`config.mk`:
```
export PLATFORM = sky130hd
export DESIGN_NAME = alu_arbiter
export DESIGN_NICKNAME = d
export VERILOG_FILES = /design/src/rtl/alu_arb_pkg.sv /design/src/rtl/alu_arbiter_rr_arb2.sv /design/src/rtl/alu_arbiter.sv
export SDC_FILE = /design/constraint.sdc
export NUM_CORES = 1
export LEC_CHECK = 0
export BUFFER_PORTS_ARGS = -buffer_cell sky130_fd_sc_hd__buf_2
export CAP_MARGIN = 20
export CELL_PAD_IN_SITES_DETAIL_PLACEMENT = 1
export CELL_PAD_IN_SITES_GLOBAL_PLACEMENT = 1
export CORE_MARGIN = 8
export CORE_UTILIZATION = 34
export CTS_CLUSTER_DIAMETER = 60
export DETAILED_ROUTE_END_ITERATION = 8
export GPL_TIMING_DRIVEN = 0
export PLACE_DENSITY_LB_ADDON = 0.1
export SYNTH_ARGS = -nofsm -noshare
export SYNTH_HDL_FRONTEND = slang
export SYNTH_HIERARCHICAL = 1
export SYNTH_SLANG_ARGS = --single-unit
export TNS_END_PERCENT = 50
```
`constraint.sdc`:
```
create_clock -name clk -period 1.9 [get_ports clk]
set_clock_uncertainty 0.05 [all_clocks]
set_input_delay 0.095 -clock clk [delete_from_list [all_inputs] [get_ports clk]]
set_output_delay 0.095 -clock clk [all_outputs]
set_load 0.05 [all_outputs]
```
`src/rtl/alu_arb_pkg.sv`:
```
// ---------------------------------------------------------------------------
// alu_arb_pkg
// Shared definitions for the two-requester ALU arbiter:
//   - operand / result widths
//   - ALU opcode constants OP_AND .. OP_DIV
//   - FSM state enum (IDLE, ISSUE, RESP)
//   - is_divzero() helper used when ALU_ARB_DIVZERO_CHK_EN is defined
// ---------------------------------------------------------------------------
package alu_arb_pkg;

  localparam int OPW  = 4;  // operand width
  localparam int RESW = 8;  // result width
  localparam int OPCW = 3;  // opcode width

  localparam logic [OPCW-1:0] OP_AND  = 3'd0;
  localparam logic [OPCW-1:0] OP_OR   = 3'd1;
  localparam logic [OPCW-1:0] OP_NAND = 3'd2;
  localparam logic [OPCW-1:0] OP_XOR  = 3'd3;
  localparam logic [OPCW-1:0] OP_ADD  = 3'd4;
  localparam logic [OPCW-1:0] OP_SUB  = 3'd5;
  localparam logic [OPCW-1:0] OP_MUL  = 3'd6;
  localparam logic [OPCW-1:0] OP_DIV  = 3'd7;

  typedef enum logic [1:0] {
    IDLE  = 2'd0,
    ISSUE = 2'd1,
    RESP  = 2'd2
  } state_t;

  // True for a divide whose divisor is zero.
  function automatic logic is_divzero(input logic [OPCW-1:0] op,
                                      input logic [OPW-1:0]  b);
    return (op == OP_DIV) && (b == '0);
  endfunction

endpackage

```
`src/rtl/alu_arbiter_rr_arb2.sv`:
```
// ---------------------------------------------------------------------------
// rr_arb2
// Two-way round-robin grant logic (purely combinational).
//   valid0, valid1 : request valids
//   last           : index of the most recently granted requester
//   grant[1:0]     : one-hot grant (all zero when nobody is valid)
// A lone valid requester always wins; on a tie the requester that was not
// granted last wins.
// ---------------------------------------------------------------------------
module rr_arb2 (
  input  logic       valid0,
  input  logic       valid1,
  input  logic       last,
  output logic [1:0] grant
);

  always_comb begin
    grant    = 2'b00;
    grant[0] = valid0 & (~valid1 | last);
    grant[1] = valid1 & (~valid0 | ~last);
  end

endmodule

```
`src/rtl/alu_arbiter.sv`:
```
// ---------------------------------------------------------------------------
// alu_arbiter
// Shares one external combinational ALU between two requesters.
//
// Parameter SETTLE_CYCLES (1..15): cycles operands are held on alu_* before
// alu_out is captured.
//
// Ports:
//   clk, rst_n                 clock, async active-low reset
//   reqN_valid/ready           request handshake (N = 0,1)
//   reqN_a, reqN_b, reqN_op    request operands / opcode
//   rspN_valid/ready           response handshake
//   rspN_data, rspN_err        response result / error flag
//   alu_a, alu_b, alu_op       drive to the shared ALU (0 outside ISSUE)
//   alu_out                    ALU result
//   dbg_state                  current FSM state
//
// Handshake rule: a transfer happens on a rising edge where valid and ready
// are both high. reqN_ready is combinational (IDLE and granted); valid must
// not depend on ready. rspN_valid holds with stable data until rspN_ready.
//
// Optional feature ALU_ARB_DIVZERO_CHK_EN: a divide by zero is answered
// directly with 8'hFF and rspN_err=1 without touching the ALU. When the
// macro is undefined such ops are issued normally and rspN_err is tied 0.
// ---------------------------------------------------------------------------
module alu_arbiter
  import alu_arb_pkg::*;
#(
  parameter int unsigned SETTLE_CYCLES = 1
) (
  input  logic            clk,
  input  logic            rst_n,
  input  logic            req0_valid,
  output logic            req0_ready,
  input  logic [OPW-1:0]  req0_a,
  input  logic [OPW-1:0]  req0_b,
  input  logic [OPCW-1:0] req0_op,
  output logic            rsp0_valid,
  input  logic            rsp0_ready,
  output logic [RESW-1:0] rsp0_data,
  output logic            rsp0_err,
  input  logic            req1_valid,
  output logic            req1_ready,
  input  logic [OPW-1:0]  req1_a,
  input  logic [OPW-1:0]  req1_b,
  input  logic [OPCW-1:0] req1_op,
  output logic            rsp1_valid,
  input  logic            rsp1_ready,
  output logic [RESW-1:0] rsp1_data,
  output logic            rsp1_err,
  output logic [OPW-1:0]  alu_a,
  output logic [OPW-1:0]  alu_b,
  output logic [OPCW-1:0] alu_op,
  input  logic [RESW-1:0] alu_out,
  output state_t          dbg_state
);

  localparam logic [3:0] LAST_CNT = 4'(SETTLE_CYCLES - 1);

  state_t          state, state_nx;
  logic [3:0]      cnt;
  logic            last_idx;   // 1: requester 1 was granted most recently
  logic            cur_idx;    // requester owning the operation in flight
  logic [OPW-1:0]  op_a, op_b;
  logic [OPCW-1:0] op_code;
  logic [RESW-1:0] res_q;

  logic [1:0]      grant;
  logic            accept;
  logic            acc_idx;
  logic [OPW-1:0]  acc_a, acc_b;
  logic [OPCW-1:0] acc_op;
  logic            acc_dz;
  logic            settle_done;
  logic            rsp_hs;

  rr_arb2 u_rr_arb2 (
    .valid0 (req0_valid),
    .valid1 (req1_valid),
    .last   (last_idx),
    .grant  (grant)
  );

  // Request side: only offer ready in IDLE.
  always_comb begin
    req0_ready = (state == IDLE) & grant[0];
    req1_ready = (state == IDLE) & grant[1];
  end

  assign accept  = req0_ready | req1_ready;
  assign acc_idx = req1_ready;
  assign acc_a   = acc_idx ? req1_a  : req0_a;
  assign acc_b   = acc_idx ? req1_b  : req0_b;
  assign acc_op  = acc_idx ? req1_op : req0_op;

`ifdef ALU_ARB_DIVZERO_CHK_EN
  assign acc_dz = is_divzero(acc_op, acc_b);
`else
  assign acc_dz = 1'b0;
`endif

  assign settle_done = (cnt == LAST_CNT);
  assign rsp_hs      = cur_idx ? rsp1_ready : rsp0_ready;

  // State register
  always_ff @(posedge clk or negedge rst_n) begin
    if (!rst_n) begin
      state <= IDLE;
    end else begin
      state <= state_nx;
    end
  end

  // Next-state logic
  always_comb begin
    state_nx = state;
    case (state)
      IDLE:    if (accept)      state_nx = acc_dz ? RESP : ISSUE;
      ISSUE:   if (settle_done) state_nx = RESP;
      RESP:    if (rsp_hs)      state_nx = IDLE;
      default:                  state_nx = IDLE;
    endcase
  end

  // Datapath: latch on accept, count settle cycles, capture the result.
  always_ff @(posedge clk or negedge rst_n) begin
    if (!rst_n) begin
      cnt      <= '0;
      last_idx <= 1'b1;  // requester 0 wins the first tie
      cur_idx  <= 1'b0;
      op_a     <= '0;
      op_b     <= '0;
      op_code  <= '0;
      res_q    <= '0;
    end else begin
      if (accept) begin
        op_a     <= acc_a;
        op_b     <= acc_b;
        op_code  <= acc_op;
        cur_idx  <= acc_idx;
        last_idx <= acc_idx;
        cnt      <= '0;
        if (acc_dz) res_q <= 8'hFF;
      end
      if (state == ISSUE) begin
        cnt <= cnt + 4'd1;
        if (settle_done) res_q <= alu_out;
      end
    end
  end

`ifdef ALU_ARB_DIVZERO_CHK_EN
  logic err_q;

  always_ff @(posedge clk or negedge rst_n) begin
    if (!rst_n) begin
      err_q <= 1'b0;
    end else if (accept) begin
      err_q <= acc_dz;
    end
  end
`endif

  // Output decode
  always_comb begin
    alu_a      = (state == ISSUE) ? op_a    : '0;
    alu_b      = (state == ISSUE) ? op_b    : '0;
    alu_op     = (state == ISSUE) ? op_code : '0;
    rsp0_valid = (state == RESP) & ~cur_idx;
    rsp1_valid = (state == RESP) &  cur_idx;
    rsp0_data  = rsp0_valid ? res_q : '0;
    rsp1_data  = rsp1_valid ? res_q : '0;
`ifdef ALU_ARB_DIVZERO_CHK_EN
    rsp0_err   = rsp0_valid & err_q;
    rsp1_err   = rsp1_valid & err_q;
`else
    rsp0_err   = 1'b0;
    rsp1_err   = 1'b0;
`endif
    dbg_state  = state;
  end

endmodule
```
==> results.ini, run 1 <==
[detailed_routing]
ant_nets=0
wl_per_cell_um=16.7
finalWirelength_um=4690
drc=0
vias=1381
drt_iter0_markers=15
viasPerCell=4.91
drtPass1Iterations=2

[synthesis]
yosys_warnings=6
synth_area_sq_um=1500
synth_seq_cells=27
synth_area_per_cell_sq_um=10.3
yosysSeqAreaShare_pct=45.0
synthDistinctLibCells=38
synth_cells=146

[floorplanning]
die_w_um=82.5
die_area_sq_um=6810
placementRows=24
die_h_um=82.5
io_pins=71
start_util_pct=35.0
core_sq_um=4290

[finish]
area_delta_synth_final_pct=41.8
num_antenna_cells=0
nets=268
drive_gt1_share_pct=48.5
final_cell_mix=buf_2 (64), dfrtp_1 (24), and2_1 (18), dlygate4sd3_1 (10), and2_2 (9)
final_common_cell=buf_2

[timing]
hold_violations=0
slew_headroom_pct=58.6
drv_slew=0
fin_crit_sh_pct=95.0
period_minus_slack_ns=1.80
setup_ws_ns=0.0959
finalSetupViolations=0
fmax_mhz=554
grt_setup_unrepaired=yes
whs_ns=0.00790
worstMarginPinSlew_ns=0.621

[clock_network]
cts_max_level=1
cts_buffers=3
cts_buffer_depth=2
cts_root_buf=clkbuf_8
clkTransAtPathRegs_ns=0.10
clk_latency_ns=0.28
cts.sinks=27
cts_tree=built

[global_routing]
antenna_found_initial=0
grt_max_degree=28
grt_pass1_wl_um=7320
grt-ovfl-total=0
grt_usage_pct=13.6
first_global_vias=1516

[worst_setup_path]
r2r_slack_ns=0.24
required_ns=1.75
crit_buf_inv=4
path_class=flip-flop to output port
crit_family=flip-flops
crit_path_start_kind=flip-flop
reg2regPathDepth=6
endpoint_kind=output port
regToRegEndpoint=cnt[3]
arrival_ns=1.66
critPathMaxStageDelay_ns=0.56
cp_cell_sequence=inv_1 > a21boi_4 > buf_6 > nand2_2 > inv_1 > buf_6
cp_max_fo=10
critPathSlowestCell=dfstp_2
rr_startpoint=last_idx

[worst_hold_path]
hold_depth=2
hold_end=res_q[5]
hold_class=primary input to flip-flop
hp-start=alu_out[5]

[power_and_ir_drop]
comb_power_share_pct=57.7
power_density_nw_per_um2=1580
power_frac_clock_pct=10.0
p_int_mw=1.73
p_leak_nw=1.10
ir_drop_v=0.000660
p_switching_mw=1.64
seq_power_share_pct=32.2
finalPower_mw=3.37
swShare_pct=48.5

[placement]
pre_cts_slack_ns=-0.151
port_buffers=68
place_hpwl_um=3650
gp_congestion=0.740

[flow_run]
drv_cap=0

[outcome]
outcome=completed

-- routing by layer --
| metal | vias to the layer above | GRT usage (%) | part of all wire [%] |
|---|---|---|---|
| met5 | - | 0 | 0 |
| met4 | 0 | 2.59 | 0.45 |
| met3 | 3 | 3.14 | 8.4 |
| met2 | 44 | 25.0 | 52 |
| met1 | 662 | 15.8 | 39 |
| li1 | 672 | - | - |
-- cells by family (layout without fill, tap and decap cells) --
family | count (synthesis) | count (layout) | share of synthesized area (%)
AND/OR/NAND/NOR | 57 | 57 | 25.2
adder cells (fa/ha/maj) | 2 | 2 | 1.66
other | 1 | 2 | 0.249
buffers and inverters | 14 | 96 | 4.74
flip-flops | 27 | 27 | 45.0
multiplexers | 8 | 8 | 5.99
XOR/XNOR | 2 | 2 | 1.16
AO/OA/AOI/OAI | 35 | 35 | 16.0
-- power by group through the flow --
stage | clock network (mW) | logic [mW] | registers [mW]
finish | 0.338 | 1.95 | 1.09
global route | 0.377 | 2.10 | 1.13
CTS | 0.358 | 1.95 | 1.09
detailed placement | 0 | 1.90 | 1.09
global placement | 0 | 1.86 | 1.07
floorplan | 0 | 1.41 | 1.09
-- Yosys cell counts (all sizes together) --
cell | count | area [sq um]
nand2 | 6 | 25.0
clkbuf | 2 | 7.51
nor2b | 4 | 32.5
or2 | 1 | 6.26
nand3b | 1 | 7.51
inv | 6 | 22.5
a22oi | 3 | 22.5
a21oi | 8 | 40.0
o2bb2ai | 8 | 70.1
mux2 | 8 | 90.1
o21ai | 6 | 33.8
o22ai | 1 | 6.26
nand3 | 1 | 5.00
buf | 6 | 41.3
a21boi | 2 | 15.0
nor2 | 4 | 15.0
and3b | 9 | 80.1
conb | 1 | 3.75
nor3b | 3 | 27.5
o221ai | 1 | 8.76
or2b | 1 | 7.51
dfrtp | 26 | 651
o31ai | 1 | 7.51
xor2 | 2 | 17.5
a31oi | 3 | 18.8
and2 | 27 | 173
dfstp | 1 | 26.3
ha | 2 | 25.0
a21o | 2 | 17.5
-- through the flow --
step                TNS (ns)  cells  utilization, %  cell area (sq um)
CTS                  -0.0738    279            48.6               2090
finish                     0    281            49.7               2130
floorplan             -0.159    147               -               1530
global placement      -0.576    267            45.0               1930
detailed placement     -1.29    267            45.0               1930
global route               0    281            49.7               2130
-- registers in the layout, indices dropped and copies added, names as in the netlist --
register / cells
res_q: 8
op_a: 4
cnt: 4
cur_idx: 1
last_idx: 1
op_code: 3
dbg_state: 2
op_b: 4
-- what timing repair did --
action	in CTS	in global routing
buffers inserted	0	0
resized for setup	8	11
pin swaps	0	1
hold buffers	8	2
endpoints found under the setup margin	25	10
hold endpoints to repair	33	2
-- area by class of cell --
class | instances | area, sq um
timing repair buffer | 78 | 459
clock inverter | 1 | 7.51
tap | 52 | 65.1
fill | 502 | 2160
buffer | 8 | 60.1
inverter | 6 | 22.5
clock buffer | 3 | 41.3
sequential | 27 | 679
multi-input combinational | 106 | 798
-- how the worst max path moves through the flow --
| stage | from | endpoint | slack, ns | depth (start not counted) |
|---|---|---|---|---|
| after floorplan | dbg_state[0] | rsp0_data[6] | -0.08 | 2 |
| after global placement | last_idx | cnt[0] | -0.1 | 6 |
| after detailed placement | last_idx | cnt[3] | -0.15 | 6 |
| after CTS | last_idx | req0_ready | -0.04 | 6 |
| after global routing | last_idx | req0_ready | 0.003 | 6 |
| final | last_idx | req0_ready | 0.1 | 6 |
Note: power is estimated with default switching activity, not from simulation.
==> run 2, diff against run 1 <==
--- a/config.mk
+++ b/config.mk
@@ -5,13 +5,15 @@
 export SDC_FILE = /design/constraint.sdc
 export NUM_CORES = 1
 export LEC_CHECK = 0
+export ABC_AREA = 1
 export BUFFER_PORTS_ARGS = -buffer_cell sky130_fd_sc_hd__buf_2
 export CAP_MARGIN = 20
 export CELL_PAD_IN_SITES_DETAIL_PLACEMENT = 1
 export CELL_PAD_IN_SITES_GLOBAL_PLACEMENT = 1
 export CORE_MARGIN = 8
-export CORE_UTILIZATION = 34
+export CORE_UTILIZATION = 32
 export CTS_CLUSTER_DIAMETER = 60
+export CTS_CLUSTER_SIZE = 24
 export DETAILED_ROUTE_END_ITERATION = 8
 export GPL_TIMING_DRIVEN = 0
 export PLACE_DENSITY_LB_ADDON = 0.1
==> results.ini, run 2 <==
[finish]
largest_register_ffs=8  ; unchanged
num_antenna_cells=0  ; unchanged
final_common_cell=inv_1
nets=354  ; +32%
final_util_pct=43.7  ; -6.0 points
drive_gt1_share_pct=31.4  ; -17 points
final_cell_mix=inv_1 (60), nand2_1 (57), buf_2 (57), nor2_1 (30), nand3_1 (28)
num-fill-cells=696  ; +39%
area_delta_synth_final_pct=34.1
regMostFlops=res_q

[detailed_routing]
wl_per_cell_um=12.4  ; -26%
vias=1617  ; +17%
drt_iter0_markers=38  ; +23
ant_nets=0  ; unchanged
finalWirelength_um=4790  ; +2.0%
drtPass1Iterations=4  ; +2
drc=0  ; unchanged
viasPerCell=4.20  ; -15%

[timing]
drv_slew=0  ; unchanged
hold_violations=0  ; unchanged
finalSetupViolations=0  ; unchanged
worstMarginPinSlew_ns=0.638  ; +0.0171 ns
period_minus_slack_ns=1.84  ; +0.0349 ns
slew_headroom_pct=57.5  ; -1.1 points
fin_crit_sh_pct=96.8  ; +1.8 points
grt_setup_unrepaired=yes
fmax_mhz=544  ; -1.9%
setup_ws_ns=0.0610  ; -0.0349 ns
whs_ns=0.0100  ; +0.00213 ns

[worst_setup_path]
critPathSlowestCell=dfrtp_1
crit_family=simple AND/OR/NAND/NOR gates
crit_path_start_kind=flip-flop
critical_path_cell_count=5  ; -1
endpoint_kind=output port
arrival_ns=1.69  ; +0.03 ns
cp_cell_sequence=inv_1 > nor2_1 > nand2_2 > nor2_1 > buf_2
required_ns=1.75  ; about the same
crit_buf_inv=2  ; -2
critPathMaxStageDelay_ns=0.47  ; -0.09 ns
crit_top_cell=nor2_1
rr_startpoint=last_idx
cp_max_fo=9  ; -1
path_class=flip-flop to output port
r2r_slack_ns=0.33  ; +0.09 ns
startpoint=dbg_state[1]
regToRegEndpoint=op_a[3]
reg2regPathDepth=6  ; unchanged

[floorplanning]
placementRows=26  ; +8.3%
die_area_sq_um=7690  ; +13%
die_w_um=87.7  ; +6.3%
start_util_pct=32.6  ; -2.4 points
die_h_um=87.7  ; +6.3%
core_sq_um=5040  ; +17%
io_pins=71  ; unchanged

[worst_hold_path]
hp-start=alu_out[4]
hold_class=primary input to flip-flop
hold_end=res_q[4]
hold_depth=3  ; +1

[clock_network]
cts_buffers=3  ; unchanged
cts_tree=built
cts.sinks=27  ; unchanged
cts_buffer_depth=2  ; unchanged
cts_root_buf=clkbuf_8
clk_latency_ns=0.27  ; about the same
clkTransAtPathRegs_ns=0.10  ; about the same
cts_max_level=1  ; unchanged

[synthesis]
synth_area_per_cell_sq_um=6.94  ; -33%
synthDistinctLibCells=21  ; -45%
yosysMostFrequentCell=inv_1
synth_area_sq_um=1640  ; +9.3%
synthFlopType=dfrtp_1
yosys.area.top_type_share_pct=39.6  ; -3.7 points
synthArstFlopShare_pct=100  ; unchanged
netlist_top_cells_area=dfrtp_1 (40%), inv_1 (14%), nand2_1 (13%)
yosysSeqAreaShare_pct=41.2  ; -3.8 points
synth-edff-count=0  ; unchanged
synth_seq_cells=27  ; unchanged
synth_cells=237  ; +62%
yosys_warnings=6  ; unchanged
synth_area_leader_cell=dfrtp_1
synth_common_cells=inv_1 (60), nand2_1 (57), nor2_1 (30)

[global_routing]
antenna_found_initial=0  ; unchanged
grt_usage_pct=12.9  ; -0.74 points
grt_pass1_wl_um=7970  ; +8.9%
grt-ovfl-total=0  ; unchanged
first_global_vias=1708  ; +13%
grt_max_degree=28  ; unchanged

[placement]
gp_congestion=0.723  ; -2.2%
place_hpwl_um=3730  ; +2.2%
pre_cts_slack_ns=0.339  ; +0.490 ns
port_buffers=68  ; unchanged

[power_and_ir_drop]
p_leak_nw=1.38  ; +26%
power_density_nw_per_um2=1580  ; about the same
ir_drop_v=0.000603  ; -8.7%
finalPower_mw=3.49  ; +3.4%

[outcome]
outcome=completed

[flow_run]
drv_cap=0  ; unchanged

## run 2: cell types whose count changed in the layout (fill, tap and decap cells not counted), sizes merged, moves of 9 or more
cell	before	now
nor2	4	32
nand3	1	29
and2	27	0
and3b	9	0
nand2	6	59
inv	6	62
## run 2: worst max-delay path by stage
| stage | end |
|---|---|
| 2_1_floorplan | rsp0_data[0] |
| 3_3_place_gp | op_b[3] |
| 3_5_place_dp | op_a[3] |
| 4_1_cts | rsp1_data[7] |
| 5_1_grt | alu_a[1] |
| 6_report | rsp1_data[4] |
## run 2: cell type report
class | instances | area (sq um) | area share, %
repair buffers | 73 | 420 | 19.1
inverters | 62 | 233 | 10.6
multi-input cells | 140 | 676 | 30.6
clock buffers | 3 | 41.3 | 1.87
flip-flops and latches | 27 | 677 | 30.7
well taps | 70 | 87.6 | 3.97
clock inverters | 1 | 5.00 | 0.227
plain buffers | 9 | 65.1 | 2.95
## run 2: where the power goes
group          internal (mW)  total, mW  switching (mW)
sequential             0.865       1.05           0.188
combinational          0.620       2.10            1.47
clock                  0.147      0.338           0.191
total                   1.63       3.49            1.85
## run 2: cells by family after synthesis
group	Yosys count	share of synthesized area, %
other	1	0.228
buffers and inverters	71	18.0
AO/OA/AOI/OAI	16	7.53
flip-flops	27	41.2
AND/OR/NAND/NOR	120	31.6
adder cells (fa/ha/maj)	2	1.52
## run 2: timing repair
| item | CTS | global route |
|---|---|---|
| resized for setup | 0 | 13 |
| hold endpoints to repair | 30 | 0 |
| hold buffers | 5 | 0 |
| endpoints found under the setup margin | 0 | 26 |
| setup buffers | 0 | 0 |
## run 2: per-layer routing
layer  track usage, %  share of wire (%)  wire [um]
met1             15.1                 44       2110
met2             22.6                 47       2250
met3             3.56                8.1        388
met4             2.81               0.71         34
met5                0                  0          0
## run 2: worst reg2reg max path, cell delays in order, from the launching register on
cell and delay (ns):
dfstp_2 0.56, a21boi_2 0.09, o21ai_2 0.37, inv_2 0.07, buf_4 0.18, nand3_1 0.10, nand2_1 0.05
## run 2: per-stage QoR
stage               instance area, sq um  setup TNS, ns  std cells
finish                              2200              0        385
global route                        2200         -0.577        385
CTS                                 2170              0        385
detailed placement                  2080              0        376
global placement                    2080              0        376
floorplan                           1650          -2.42        238
==> run 3, diff against run 2 <==
--- a/config.mk
+++ b/config.mk
@@ -12,6 +12,7 @@
 export CELL_PAD_IN_SITES_GLOBAL_PLACEMENT = 1
 export CORE_MARGIN = 8
 export CORE_UTILIZATION = 32
+export CTS_BUF_LIST = sky130_fd_sc_hd__clkbuf_16
 export CTS_CLUSTER_DIAMETER = 60
 export CTS_CLUSTER_SIZE = 24
 export DETAILED_ROUTE_END_ITERATION = 8
==> results.ini, run 3 (synthesis gave the netlist of run 2 again) <==
[outcome]
outcome=completed

[worst_hold_path]
hp-start=alu_out[6]
hold_class=primary input to flip-flop
hold_end=res_q[6]
hold_depth=3  ; unchanged

[global_routing]
antenna_found_initial=0  ; unchanged
grt-ovfl-total=0  ; unchanged
grt_max_degree=28  ; unchanged
grt_usage_pct=12.7  ; -0.20 points
first_global_vias=1691  ; -1.0%
grt_pass1_wl_um=7820  ; -1.9%

[clock_network]
cts_max_level=1  ; unchanged
cts_buffer_depth=2  ; unchanged
cts.sinks=27  ; unchanged
clkTransAtPathRegs_ns=0.07  ; -0.03 ns
cts_setup_buffers=0  ; unchanged
cts_buffers=3  ; unchanged
cts_tree=built
cts_root_buf=clkbuf_16
clk_latency_ns=0.26  ; about the same

[power_and_ir_drop]
p_leak_nw=1.38  ; about the same
ir_drop_v=0.000580  ; -3.8%
power_density_nw_per_um2=1650  ; +4.4%
finalPower_mw=3.61  ; +3.5%

[timing]
hold_violations=0  ; unchanged
tns_ns=0  ; unchanged
setup_ws_ns=0.0902  ; +0.0292 ns
worstMarginPinSlew_ns=0.635  ; -0.00296 ns
fmax_mhz=553  ; +1.6%
fin_crit_sh_pct=95.3  ; -1.5 points
period_minus_slack_ns=1.81  ; -0.0292 ns
finalSetupViolations=0  ; unchanged
slew_headroom_pct=57.7  ; +0.20 points
drv_slew=0  ; unchanged
grt_setup_unrepaired=yes
whs_ns=0.0203  ; +0.0102 ns

[floorplanning]
die_w_um=87.7  ; unchanged
core_sq_um=5040  ; unchanged
placementRows=26  ; unchanged
start_util_pct=32.6  ; unchanged
die_h_um=87.7  ; unchanged
io_pins=71  ; unchanged
die_area_sq_um=7690  ; unchanged

[detailed_routing]
viasPerCell=4.22  ; +0.42%
vias=1607  ; -0.62%
wl_per_cell_um=12.3  ; -1.2%
finalWirelength_um=4680  ; -2.2%
drt_iter0_markers=42  ; +11%
ant_nets=0  ; unchanged
drtPass1Iterations=4  ; unchanged
drc=0  ; unchanged

[finish]
nets=350  ; -1.1%
fin_cells=381  ; -1.0%
area_delta_synth_final_pct=33.0
regMostFlops=res_q
largest_register_ffs=8  ; unchanged
drive_gt1_share_pct=31.8  ; +0.40 points
final_util_pct=43.3  ; -0.37 points
fin_area_sq_um=2190  ; -0.85%
num_antenna_cells=0  ; unchanged
final_common_cell=buf_2
final_cell_mix=buf_2 (62), inv_1 (60), nand2_1 (57), nor2_1 (30), nand3_1 (28)

[worst_setup_path]
crit_family=simple AND/OR/NAND/NOR gates
regToRegEndpoint=op_a[3]
cp_cell_sequence=inv_1 > nor2_1 > nand2_2 > nor2_1 > buf_2
crit_path_start_kind=flip-flop
arrival_ns=1.66  ; -0.03 ns
path_class=flip-flop to output port
crit_top_cell=nor2_1
cp_max_fo=9  ; unchanged
crit_buf_inv=2  ; unchanged
critPathSlowestCell=dfrtp_1
required_ns=1.75  ; about the same
critPathMaxStageDelay_ns=0.46  ; about the same
reg2regPathDepth=6  ; unchanged
r2r_slack_ns=0.34  ; about the same
rr_startpoint=last_idx
endpoint_kind=output port

[placement]
place_hpwl_um=3730  ; unchanged
numPlacedInstances=376  ; unchanged
gp_congestion=0.723  ; unchanged
port_buffers=68  ; unchanged
pre_cts_slack_ns=0.339  ; unchanged
place_area_sq_um=2080  ; unchanged

[flow_run]
drv_cap=0  ; unchanged

## run 3: what timing repair did
item                                    CTS  global route
gates resized for setup                   0             8
hold endpoints to repair                 26             0
endpoints found under the setup margin    0            16
hold buffers                              1             0
## run 3: power breakdown
| part | internal, mW | total, mW | leakage, nW | switching [mW] |
|---|---|---|---|---|
| Clock | 0.284 | 0.490 | 0.0409 | 0.206 |
| Combinational | 0.595 | 2.06 | 1.01 | 1.47 |
| Sequential | 0.866 | 1.05 | 0.332 | 0.187 |
## run 3: metal layers
metal	track usage, %	share of wire [%]	vias to the layer above
met2	22.0	46	49
met3	3.75	8.6	4
met5	0	0	-
li1	-	-	835
met4	3.28	0.77	0
met1	14.8	44	719
## run 3: layout make-up
type | instances | area [sq um]
Timing Repair Buffer | 69 | 368
Sequential cell | 27 | 677
Tap cell | 70 | 87.6
Inverter | 62 | 233
Buffer | 9 | 65.1
Clock buffer | 3 | 75.1
Fill cell | 692 | 2860
Clock inverter | 1 | 5.00
Multi-Input combinational cell | 140 | 676
## run 3: worst max-delay path by stage
stage,from,end,slack [ns],depth (start not counted)
after floorplan,dbg_state[1],rsp0_data[0],-0.10,4
after global placement,last_idx,op_b[3],0.38,6
after detailed placement,last_idx,op_a[3],0.34,6
after CTS,dbg_state[1],rsp1_data[7],0.07,5
after global routing,dbg_state[1],alu_a[1],-0.02,5
final,dbg_state[1],rsp1_data[4],0.09,5
## run 3: worst min-delay path: stages
cell and delay, ns:
buf_2 0.10, inv_1 0.05, o21ai_2 0.05
